## src/rtl/seg7_scanner.sv

```systemverilog
// seg7_scanner: multiplexed seven-segment driver. It shares one segment bus
// across DIGITS digits and supports per-digit enables, decimal points,
// leading-zero suppression and a blanking window at the start of each slot
// to suppress ghosting. New values are staged and only shown from the next
// frame boundary, so a frame never mixes old and new digits.
module seg7_scanner #(
  parameter int unsigned DIGITS         = 4,
  parameter int unsigned PRESCALE       = 50000,
  parameter int unsigned BLANK_CYCLES   = 16,
  parameter bit          SEG_ACTIVE_LOW = 1'b1,
  parameter bit          DIG_ACTIVE_LOW = 1'b1
) (
  input  logic                  i_clk,
  input  logic                  i_rst_n,
  input  logic [4*DIGITS-1:0]   i_value,
  input  logic [DIGITS-1:0]     i_dp,
  input  logic                  i_load,
  input  logic [DIGITS-1:0]     i_digit_en,
  input  logic                  i_lz_suppress,
  output logic [7:0]            o_seg,
  output logic [DIGITS-1:0]     o_dig,
  output logic                  o_frame_tick
);

  localparam int unsigned CNT_W = (PRESCALE > 1) ? $clog2(PRESCALE) : 1;
  localparam int unsigned IDX_W = (DIGITS > 1) ? $clog2(DIGITS) : 1;

  localparam logic [CNT_W-1:0]  CNT_LAST = CNT_W'(PRESCALE - 1);
  localparam logic [IDX_W-1:0]  IDX_LAST = IDX_W'(DIGITS - 1);
  localparam logic [CNT_W-1:0]  BLANK_L  = CNT_W'(BLANK_CYCLES);

  // Idle levels of the pins after polarity is applied.
  localparam logic [7:0]        SEG_OFF  = SEG_ACTIVE_LOW ? 8'hFF : 8'h00;
  localparam logic [DIGITS-1:0] DIG_OFF  = DIG_ACTIVE_LOW ? {DIGITS{1'b1}} : {DIGITS{1'b0}};

  logic [CNT_W-1:0]    r_cnt;
  logic [IDX_W-1:0]    r_idx;
  logic [4*DIGITS-1:0] r_stageVal;
  logic [DIGITS-1:0]   r_stageDp;
  logic [4*DIGITS-1:0] r_shadowVal;
  logic [DIGITS-1:0]   r_shadowDp;
  logic                r_pending;

  logic                w_slotEnd;
  logic                w_eof;
  logic [3:0]          w_nibble;
  logic                w_dpBit;
  logic                w_en;
  logic                w_upperZero;
  logic                w_lzBlank;
  logic [6:0]          w_glyph;
  logic [7:0]          w_segRaw;
  logic                w_digActive;
  logic [DIGITS-1:0]   w_digRaw;

  assign w_slotEnd = (r_cnt == CNT_LAST);
  assign w_eof     = w_slotEnd && (r_idx == IDX_LAST);

  // Slot counter and digit index; every digit owns a full slot whether enabled or not.
  always_ff @(posedge i_clk or negedge i_rst_n) begin
    if (!i_rst_n) begin
      r_cnt <= '0;
      r_idx <= '0;
    end else if (w_slotEnd) begin
      r_cnt <= '0;
      r_idx <= (r_idx == IDX_LAST) ? '0 : r_idx + IDX_W'(1);
    end else begin
      r_cnt <= r_cnt + CNT_W'(1);
    end
  end

  // Double buffer: loads land in staging and reach the shadow only at end of frame.
  always_ff @(posedge i_clk or negedge i_rst_n) begin
    if (!i_rst_n) begin
      r_stageVal  <= '0;
      r_stageDp   <= '0;
      r_shadowVal <= '0;
      r_shadowDp  <= '0;
      r_pending   <= 1'b0;
    end else if (i_load && w_eof) begin
      r_stageVal  <= i_value;
      r_stageDp   <= i_dp;
      r_shadowVal <= i_value;
      r_shadowDp  <= i_dp;
      r_pending   <= 1'b0;
    end else if (i_load) begin
      r_stageVal  <= i_value;
      r_stageDp   <= i_dp;
      r_pending   <= 1'b1;
    end else if (w_eof && r_pending) begin
      r_shadowVal <= r_stageVal;
      r_shadowDp  <= r_stageDp;
      r_pending   <= 1'b0;
    end
  end

  // Pick the current digit's nibble, dp and enable, and see whether it and all higher digits are zero.
  always_comb begin
    w_nibble    = 4'h0;
    w_dpBit     = 1'b0;
    w_en        = 1'b0;
    w_upperZero = 1'b1;
    for (int i = 0; i < int'(DIGITS); i++) begin
      if (r_idx == IDX_W'(i)) begin
        w_nibble = r_shadowVal[4*i +: 4];
        w_dpBit  = r_shadowDp[i];
        w_en     = i_digit_en[i];
      end
      if ((IDX_W'(i) >= r_idx) && (r_shadowVal[4*i +: 4] != 4'h0)) begin
        w_upperZero = 1'b0;
      end
    end
  end

  assign w_lzBlank = i_lz_suppress && (r_idx != '0) && w_upperZero;

  // Hex to segment glyph, active-high, bits g..a.
  always_comb begin
    w_glyph = 7'h00;
    case (w_nibble)
      4'h0: w_glyph = 7'h3F;
      4'h1: w_glyph = 7'h06;
      4'h2: w_glyph = 7'h5B;
      4'h3: w_glyph = 7'h4F;
      4'h4: w_glyph = 7'h66;
      4'h5: w_glyph = 7'h6D;
      4'h6: w_glyph = 7'h7D;
      4'h7: w_glyph = 7'h07;
      4'h8: w_glyph = 7'h7F;
      4'h9: w_glyph = 7'h6F;
      4'hA: w_glyph = 7'h77;
      4'hB: w_glyph = 7'h7C;
      4'hC: w_glyph = 7'h58;
      4'hD: w_glyph = 7'h5E;
      4'hE: w_glyph = 7'h79;
      4'hF: w_glyph = 7'h71;
      default: w_glyph = 7'h00;
    endcase
  end

  // A suppressed zero keeps its dp; the digit is only lit if that dp is set.
  assign w_segRaw    = {w_dpBit, (w_lzBlank ? 7'h00 : w_glyph)};
  assign w_digActive = (r_cnt >= BLANK_L) && w_en && !(w_lzBlank && !w_dpBit);

  // One-hot digit select for the current slot.
  always_comb begin
    w_digRaw = '0;
    for (int i = 0; i < int'(DIGITS); i++) begin
      w_digRaw[i] = w_digActive && (r_idx == IDX_W'(i));
    end
  end

  // Output registers with polarity applied just before the flops.
  always_ff @(posedge i_clk or negedge i_rst_n) begin
    if (!i_rst_n) begin
      o_seg        <= SEG_OFF;
      o_dig        <= DIG_OFF;
      o_frame_tick <= 1'b0;
    end else begin
      o_seg        <= SEG_ACTIVE_LOW ? ~w_segRaw : w_segRaw;
      o_dig        <= DIG_ACTIVE_LOW ? ~w_digRaw : w_digRaw;
      o_frame_tick <= w_eof;
    end
  end

endmodule

```

## config.mk

```make
export PLATFORM = sky130hd
export DESIGN_NAME = seg7_scanner
export DESIGN_NICKNAME = d
export VERILOG_FILES = /design/src/rtl/seg7_scanner.sv
export SDC_FILE = /design/constraint.sdc
export NUM_CORES = 1
export LEC_CHECK = 0
export ABC_AREA = 1
export CORE_UTILIZATION = 51
export CTS_CLUSTER_DIAMETER = 200
export DETAILED_ROUTE_END_ITERATION = 8
export PLACE_DENSITY = 0.74
export RECOVER_POWER = 100
export SKIP_CTS_REPAIR_TIMING = 1
export SLEW_MARGIN = 20
export SYNTH_ARGS = -nofsm -noshare
export SYNTH_HDL_FRONTEND = slang
export SYNTH_SLANG_ARGS = --single-unit
```

## constraint.sdc

```tcl
create_clock -name i_clk -period 2.3 [get_ports i_clk]
set_clock_uncertainty 0.1 [all_clocks]
set_input_delay 0.46 -clock i_clk [delete_from_list [all_inputs] [get_ports i_clk]]
set_output_delay 0.46 -clock i_clk [all_outputs]
set_load 0.01 [all_outputs]
```

# Word-level counts from Yosys, hierarchy flattened
# Memories as Yosys holds them, arrays and structs flattened.
# Cells that the tools add are included.
[op_classes]
n_reduce_logical = 28
bitwise_logic = 2
n_mux = 32
n_addsub = 2
eq_ne = 5
magnitude_cmp = 5
[op_table]
columns = ["operator", "n"]
rows = [
  ["16-bit 2-to-1 mux", 6],
  ["4-bit 2-to-1 mux", 9],
  ["16-bit by 1-bit adder with 16-bit output (second input constant)", 1],
  ["16-bit == test (second input constant)", 1],
  ["16-bit by 5-bit greater-or-equal comparator with 1-bit output (second input constant)", 1],
  ["1-bit logical AND", 16],
  ["4-bit nonzero test", 4],
  ["1-bit 2-to-1 mux", 15],
  ["8-bit NOT", 1],
  ["7-bit 2-to-1 mux", 1],
  ["2-bit nonzero test", 3],
  ["2-bit == test (second input constant)", 2],
  ["1-bit by 2-bit greater-or-equal comparator with 1-bit output (first input constant)", 2],
  ["2-bit greater-or-equal comparator (first input constant)", 2],
  ["4-bit NOT", 1],
  ["3-bit nonzero test", 1],
  ["2-bit by 1-bit adder with 2-bit output (second input constant)", 1],
  ["2-bit by 1-bit == test with 1-bit output (second input constant)", 1],
  ["1-bit logical NOT", 2],
  ["2-bit logical NOT", 1],
  ["2-bit 2-to-1 mux", 1],
  ["2-bit by 1-bit inequality test with 1-bit output (second input constant)", 1],
  ["2-bit AND reduction", 1],
]
[word_totals]
romBits = 112
mem_count = 1
elab_cells = 85
output_inout_bits = 13
reg_bits = 72
in_bits = 28
[memory_table]
columns = ["memory", "words", "word_bits", "read_ports", "rd_clocked_by_memory_dff", "write_ports", "line", "rtl"]
rows = [
  ["(name not given)", 16, 7, 1, 0, 0, "120", "case (w_nibble)"],
]

# Depth between registers and ports, before layout
# Gate-level depths: netlist of run 1.
[logic_depth]
ltp_word = 12
depth_mapped = 14
ltp_nobuf = 13

# Least setup slack after synthesis of run 1
# Ideal clock, no wire load.
[synth_timing]
kind = "register to register"
startpoint = "register r_idx[1]"
endpoint = "register o_seg[3]"
t_required_ps = 2117
setup_slack_ps = 104
arrival_ps = 2012
setup_time_ps = 83
n_path_buf = 1
synth_period_minus_slack_ps = 2196
path_stages_with_launch = 14
path_cell_list = "dfrtp_1 -> inv_1 -> ha_1 -> buf_2 -> inv_1 -> o22ai_1 -> nand2_1 -> a22oi_1 -> inv_1 -> ha_1 -> inv_1 -> nand3_1 -> nand3_1 -> nand3_1"
[synth_between]
elab_chain_cells = 9
elab_cells_between_ends = 26
cone_classes = "order compare: 4; eq/ne: 3; mux: 9; bitwise: 1; reduce/logical: 8; memory: 1"
[synth_lines]
columns = ["item", "line", "rtl"]
rows = [
  ["start, declared", "37", "logic [IDX_W-1:0] r_idx;"],
  ["start signal, assigned", "66", "r_idx <= (r_idx == IDX_LAST) ? '0 : r_idx + IDX_W'(1);"],
  ["parallel branches: the longest is 7 deep, another holds memory 16 x 7 bit", "--", ""],
  ["7-bit 2-to-1 mux (*)", "142", "assign w_segRaw = {w_dpBit, (w_lzBlank ? 7'h00 : w_glyph)};"],
  ["8-bit NOT (*)", "160", "o_seg <= SEG_ACTIVE_LOW ? ~w_segRaw : w_segRaw;"],
  ["end signal, assigned", "160", ""],
  ["end, declared", "20", "output logic [7:0] o_seg,"],
]
# Mark *: on every way between the ends.
# A chain may end at the register's enable or synchronous reset.

# Worst setup path in the final report of run 1
# Same ends and word-level chain as after synthesis.

==> reports/results.ini, run 1 <==
[detailed_routing]
final_antenna_net_count = 0
dr.pass1.iters = 6
drc_errors = 0
drt-initial-drc-count = 193
drt-total-wl_mm = 7.68
vias = 2964
wire_per_inst_um = 12.9
via_per_inst = 4.96

[floorplanning]
die_w_um = 86.6
row_count = 30
fp.dieArea_um2 = 7490
start_util_pct = 53.1
core-area_um2 = 6870
ios = 41
die_y_um = 86.6

[finish]
drive_above_1_share_pct = 9.58
syn_to_final_growth_pct = 19.9
nets = 539
stdcell_area_um2 = 4370
num_antenna_cells = 0
fill_cells = 612

[setup_path]
crit_path_start = r_idx[1]
r2r-start = r_idx[1]
end_kind = register
timing.critical_path.arrival_ns = 2.26
start_kind = register
r2r_setup_slack_ns = 0.20
regToRegEndpoint = o_seg[3]
reg2reg_depth = 9
cp_data_required_time_ns = 2.47
endpoint = o_seg[3]
critical_path_class = reg2reg
cp_max_fo = 12

[place]
gp_congestion = 0.929
placed_cell_area_um2 = 4170
port_buffers = 40
dpl.hpwl_mm = 5.73

[power]
p_seq_share_pct = 52.2
pwr-share-clk_pct = 42.2
p_int_mw = 1.96
p_switching_uw = 544
power_leakage_nw = 2.22
switching_share_pct = 21.7
power_density_nw_per_um2 = 573
vdd_drop_max_v = 0.000316
power_frac_comb_pct = 5.6

[timing]
fmax_mhz = 477
worst_pin_slew_ns = 0.990
relSlewSlack_pct = 34.0
rsz0062_at_grt = no
period_share_pct = 91.1
slew_viol_final = 0
tns_ns = 0
setup_viol = 0
finalCriticalPeriod_ns = 2.10
hold_violations = 0

[global_routing]
grt_usage_pct = 23.0
grt_overflow = 0
grt_pass1_vias = 2802
grt_pass1_wl_mm = 13.1
antenna_found_initial = 0
grt_max_degree = 55

[synth]
synth_top_area_share_pct = 41.2
synth_edf_count = 0
ys_ff_latch = 72
synthCells = 443
syn-num-nets = 485
synthDistinctLibCells = 31
yosysWarnings = 0
synth_flop_cell = dfrtp_1
synth.area.top_cells = dfrtp_1 (41%), nand2_1 (13%), dfstp_2 (8.6%)
synthArstFlopShare_pct = 100
yosys-top-cells-count = nand2_1 (131), inv_1 (65), dfrtp_1 (60)
yosysSeqAreaShare_pct = 49.8
yosys.area.top_type = dfrtp_1
netlist_area_um2 = 3650
synth.avg_cell_area_um2 = 8.23
synth.most_common_cell = nand2_1

[cts]
clk_latency_ns = 0.34
cts_buffers = 9
cts_root_buf = clkbuf_8
cts_max_path_buffers = 2
ctsHtreeMaxLevel = 3
clkSinkCount = 72
clk_pin_slew_worst_paths_ns = 0.07
cts_tree = yes

[min_path]
min_from = r_stageVal[14]
hold_path_class = reg2reg

[status]
run_status = finished, final reports clean

[run]
drv_cap = 0

[cells in the final DEF (no fill, tap or decap), drive strengths merged]
master	instances
nand2	134
inv	67
dfrtp	60
nand3	37
nor2	32
clkdlybuf4s50	25
o21ai	24
a21oi	19
clkbuf	16
dlygate4sd3	15
ha	14
dfstp	12
xor2	9
nand4	8
nor3	7
buf	7
clkinv	3
o22ai	2
nand3b	2
nor4	2
bufinv	2
clkinvlp	2
a22oi	1
nor3b	1
[registers in the layout, summed over array words and instances, names as in the netlist]
signal / flops
r_stageDp: 4
r_stageVal: 16
o_dig: 4
o_seg: 8
r_cnt: 16
o_frame_tick: 1
r_pending: 1
r_idx: 2
r_shadowDp: 4
r_shadowVal: 16
[worst max-delay path, cell delays in order, from the launching register on]
cell,delay (ns)
dfrtp_1,0.39
clkbuf_4,0.15
ha_1,0.32
a21oi_1,0.21
a22oi_2,0.08
clkbuf_1,0.16
ha_1,0.21
nand3b_1,0.20
nand3_1,0.12
nand3_1,0.08
[worst min-delay path by stage]
stage                          end  depth (start not counted)
global route        r_stageVal[14]                          2
finish              r_stageVal[14]                          2
CTS                  r_stageVal[1]                          1
detailed placement   r_stageVal[1]                          1
floorplan             o_frame_tick                          0
global placement     r_stageVal[1]                          1
[metal layers]
layer	up-vias	GRT usage [%]	share of wire, %
li1	1491	-	-
met2	65	36.9	47
met3	16	3.81	4.0
met1	1392	30.3	47
met5	-	0	0
met4	0	11.7	2.6
[metrics by stage]
step | worst slack (ns) | total power, mW | util (%) | hold WS [ns] | instances
after detailed placement | 0.143 | 1.48 | 60.6 | 0.327 | 577
final | 0.204 | 2.50 | 63.7 | 0.377 | 597
after global placement | 0.236 | 1.47 | 60.6 | 0.327 | 577
after floorplan | 0.104 | 1.38 | - | 0.0644 | 443
after global routing | 0.0269 | 2.60 | 63.7 | 0.395 | 597
after CTS | 0.107 | 2.54 | 63.7 | -0.0505 | 592
[cell families after synthesis]
group / count (synthesis) / synth area share [%]
and+or+nand+nor: 223 / 27.0
buffers and inverters: 79 / 9.26
DFF: 72 / 49.8
AOI/OAI and AO/OA: 46 / 6.96
adders and majority gates: 14 / 4.80
xor gates and xnor gates: 9 / 2.16
[power groups by stage]
stage               logic [mW]  clock network (mW)  registers (mW)
floorplan               0.0495                   0            1.33
global placement         0.145                   0            1.33
detailed placement       0.148                   0            1.33
CTS                      0.148                1.08            1.31
global route             0.160                1.13            1.31
finish                   0.139                1.06            1.31
[final cells by class]
type,count,area [um^2],area share (%)
Inverter,68,260,5.95
Timing Repair Buffer,54,490,11.2
Clock buffer,9,124,2.83
Sequential cell,72,1820,41.5
Tap cell,96,120,2.75
Clock inverter,6,85.1,1.95
Multi-Input combinational cell,292,1480,33.8
No activity file was read; power rests on OpenSTA's default activity.
==> run 2: changes to the inputs <==
--- a/config.mk
+++ b/config.mk
@@ -6,10 +6,11 @@
 export NUM_CORES = 1
 export LEC_CHECK = 0
 export ABC_AREA = 1
-export CORE_UTILIZATION = 51
+export CORE_MARGIN = 8
+export CORE_UTILIZATION = 40
 export CTS_CLUSTER_DIAMETER = 200
 export DETAILED_ROUTE_END_ITERATION = 8
-export PLACE_DENSITY = 0.74
+export PLACE_DENSITY = 0.6
 export RECOVER_POWER = 100
 export SKIP_CTS_REPAIR_TIMING = 1
 export SLEW_MARGIN = 20
==> run 2 against run 1 <==
The run now ends with capacitance limit, slew limit left. Critical path type unchanged. Register-to-register slack about the same. Design area did not move. Hold slack got worse by 0.0059 ns. Non-clock buffer count fell by 5. Clock-buffer cell count increased by 1. Largest cell class unchanged.
==> reports/results.ini, run 2 (same netlist as run 1, synthesis figures left out) <==
[cts]
cts_tree = yes  ; unchanged
clk_latency_ns = 0.34  ; about the same
clkSinkCount = 72  ; unchanged
clk_pin_slew_worst_paths_ns = 0.08  ; was 0.07 ns
ctsHtreeMaxLevel = 3  ; unchanged
cts_buffers = 9  ; unchanged
cts_root_buf = clkbuf_8  ; unchanged
cts_max_path_buffers = 2  ; unchanged

[power]
power_frac_comb_pct = 5.5  ; was 5.6%
vdd_drop_max_v = 0.000374  ; was 0.000316 V
p_switching_uw = 561  ; was 544 uW
power_leakage_nw = 2.22  ; about the same
p_seq_share_pct = 51.6  ; was 52.2%
p_int_mw = 1.97  ; was 1.96 mW
switching_share_pct = 22.2  ; was 21.7%
pwr-share-clk_pct = 42.9  ; was 42.2%
power_density_nw_per_um2 = 579  ; was 573 nW/um^2

[place]
dp_slack_ns = 0.110  ; was 0.143 ns
port_buffers = 40  ; unchanged
dpl.hpwl_mm = 6.00  ; was 5.73 mm
gp_congestion = 0.856  ; was 0.929
placedCellCount = 591  ; was 577
placed_cell_area_um2 = 4190  ; was 4170 um^2

[floorplanning]
fp.dieArea_um2 = 12400  ; was 7490 um^2
die_y_um = 111  ; was 86.6 um
ios = 41  ; unchanged
die_w_um = 111  ; was 86.6 um
core-area_um2 = 9020  ; was 6870 um^2
start_util_pct = 40.4  ; was 53.1%
row_count = 35  ; was 30

[global_routing]
antenna_found_initial = 0  ; unchanged
grt_usage_pct = 13.6  ; was 23.0%
grt_pass1_vias = 2917  ; was 2802
grt_overflow = 0  ; unchanged
grt_max_degree = 73  ; was 55
grt_pass1_wl_mm = 14.0  ; was 13.1 mm

[finish]
layout_common_cells = nand2_1 (130), inv_1 (65), dfrtp_1 (60)  ; unchanged
nets = 534  ; was 539
multi_input_area_um2 = 1480  ; about the same
num_antenna_cells = 0  ; unchanged
drive_above_1_share_pct = 9.66  ; was 9.58%
stdcell_area_um2 = 4370  ; unchanged
fill_cells = 886  ; was 612
syn_to_final_growth_pct = 19.9  ; unchanged
fin_cells = 608  ; was 597
top_regs = r_cnt: 16 flops, r_shadowVal: 16 flops, r_stageVal: 16 flops  ; unchanged
seqCellArea_um2 = 1820  ; unchanged
final_common_cell = nand2_1  ; unchanged

[detailed_routing]
vias = 2899  ; was 2964
wire_per_inst_um = 13.2  ; was 12.9 um
drc_errors = 0  ; unchanged
drt-total-wl_mm = 8.00  ; was 7.68 mm
via_per_inst = 4.77  ; was 4.96
dr.pass1.iters = 4  ; was 6
drt-initial-drc-count = 143  ; was 193
final_antenna_net_count = 0  ; unchanged

[setup_path]
end_kind = register  ; unchanged
cp_max_fo = 4  ; was 12
critical_path_class = reg2reg  ; unchanged
start_kind = register  ; unchanged
timing.critical_path.arrival_ns = 2.26  ; about the same
cp_data_required_time_ns = 2.47  ; about the same

[timing]
setup_viol = 0  ; unchanged
fmax_mhz = 479  ; was 477 MHz
slew_viol_final = 73  ; was 0
finalWorstSetupSlack_ns = 0.213  ; was 0.204 ns
rsz0062_at_grt = no  ; unchanged
worst_pin_slew_ns = 1.73  ; was 0.990 ns
hold_violations = 0  ; unchanged
period_share_pct = 90.8  ; was 91.1%
finalCriticalPeriod_ns = 2.09  ; was 2.10 ns
tns_ns = 0  ; unchanged
relSlewSlack_pct = -15.4  ; was 34.0%

[status]
run_status = finished with violations  ; was finished, final reports clean
violations = capacitance limit, slew limit

[run]
drv_cap = 1  ; was 0

[min_path]
hold_path_class = reg2reg  ; unchanged

run 2: final cells by class:
cell class / count / share of cell area [%]
inverter: 68 / 5.95
sequential: 72 / 41.5
tap: 111 / 3.18
timing repair buffer: 49 / 10.6
multi-input combinational: 292 / 33.8
clock inverter: 6 / 1.92
clock buffer: 10 / 2.92
run 2: worst paths after layout:
path                               startpoint       endpoint  slack [ns]  cells past startpoint
worst max register to register       r_idx[1]       o_seg[0]        0.21                     14
worst max-delay path                 r_idx[1]       o_seg[0]        0.21                     14
max in group asynchronous             i_rst_n  r_shadowDp[2]        0.51                      2
min in group asynchronous             i_rst_n  r_stageVal[6]        0.55                      2
worst min-delay path            r_stageVal[9]  r_stageVal[9]        0.37                      2
worst min register to register  r_stageVal[9]  r_stageVal[9]        0.37                      2
run 2: critical path, stage by stage, from the launching register on:
cell	delay, ns
dfrtp_1	0.40
inv_1	0.10
ha_1	0.21
inv_1	0.10
nand2_1	0.08
o22ai_1	0.13
nand2_1	0.08
a22oi_2	0.15
inv_1	0.08
clkbuf_1	0.13
ha_1	0.18
inv_1	0.05
nand3_1	0.07
nand3_1	0.09
nand3_1	0.08
run 2: power groups by stage:
stage	clock network, mW	logic, mW	registers, mW
global placement	0	0.148	1.33
detailed placement	0	0.149	1.33
floorplan	0	0.0495	1.33
CTS	1.11	0.150	1.31
finish	1.08	0.139	1.31
global route	1.16	0.161	1.31
run 2: through the flow:
step                utilization, %  hold WS, ns  total power, mW
detailed placement            46.4        0.360             1.48
finish                        48.5        0.371             2.53
floorplan                        -       0.0644             1.38
global route                  48.5        0.404             2.63
global placement              46.4        0.358             1.48
CTS                           48.8       0.0398             2.57
run 2: layer usage:
metal | vias to the layer above | share of wire (%) | global-route usage [%]
met4 | 0 | 1.5 | 6.67
li1 | 1489 | - | -
met1 | 1333 | 48 | 17.9
met5 | - | 0 | 0
met3 | 7 | 5.1 | 3.28
met2 | 70 | 45 | 20.3
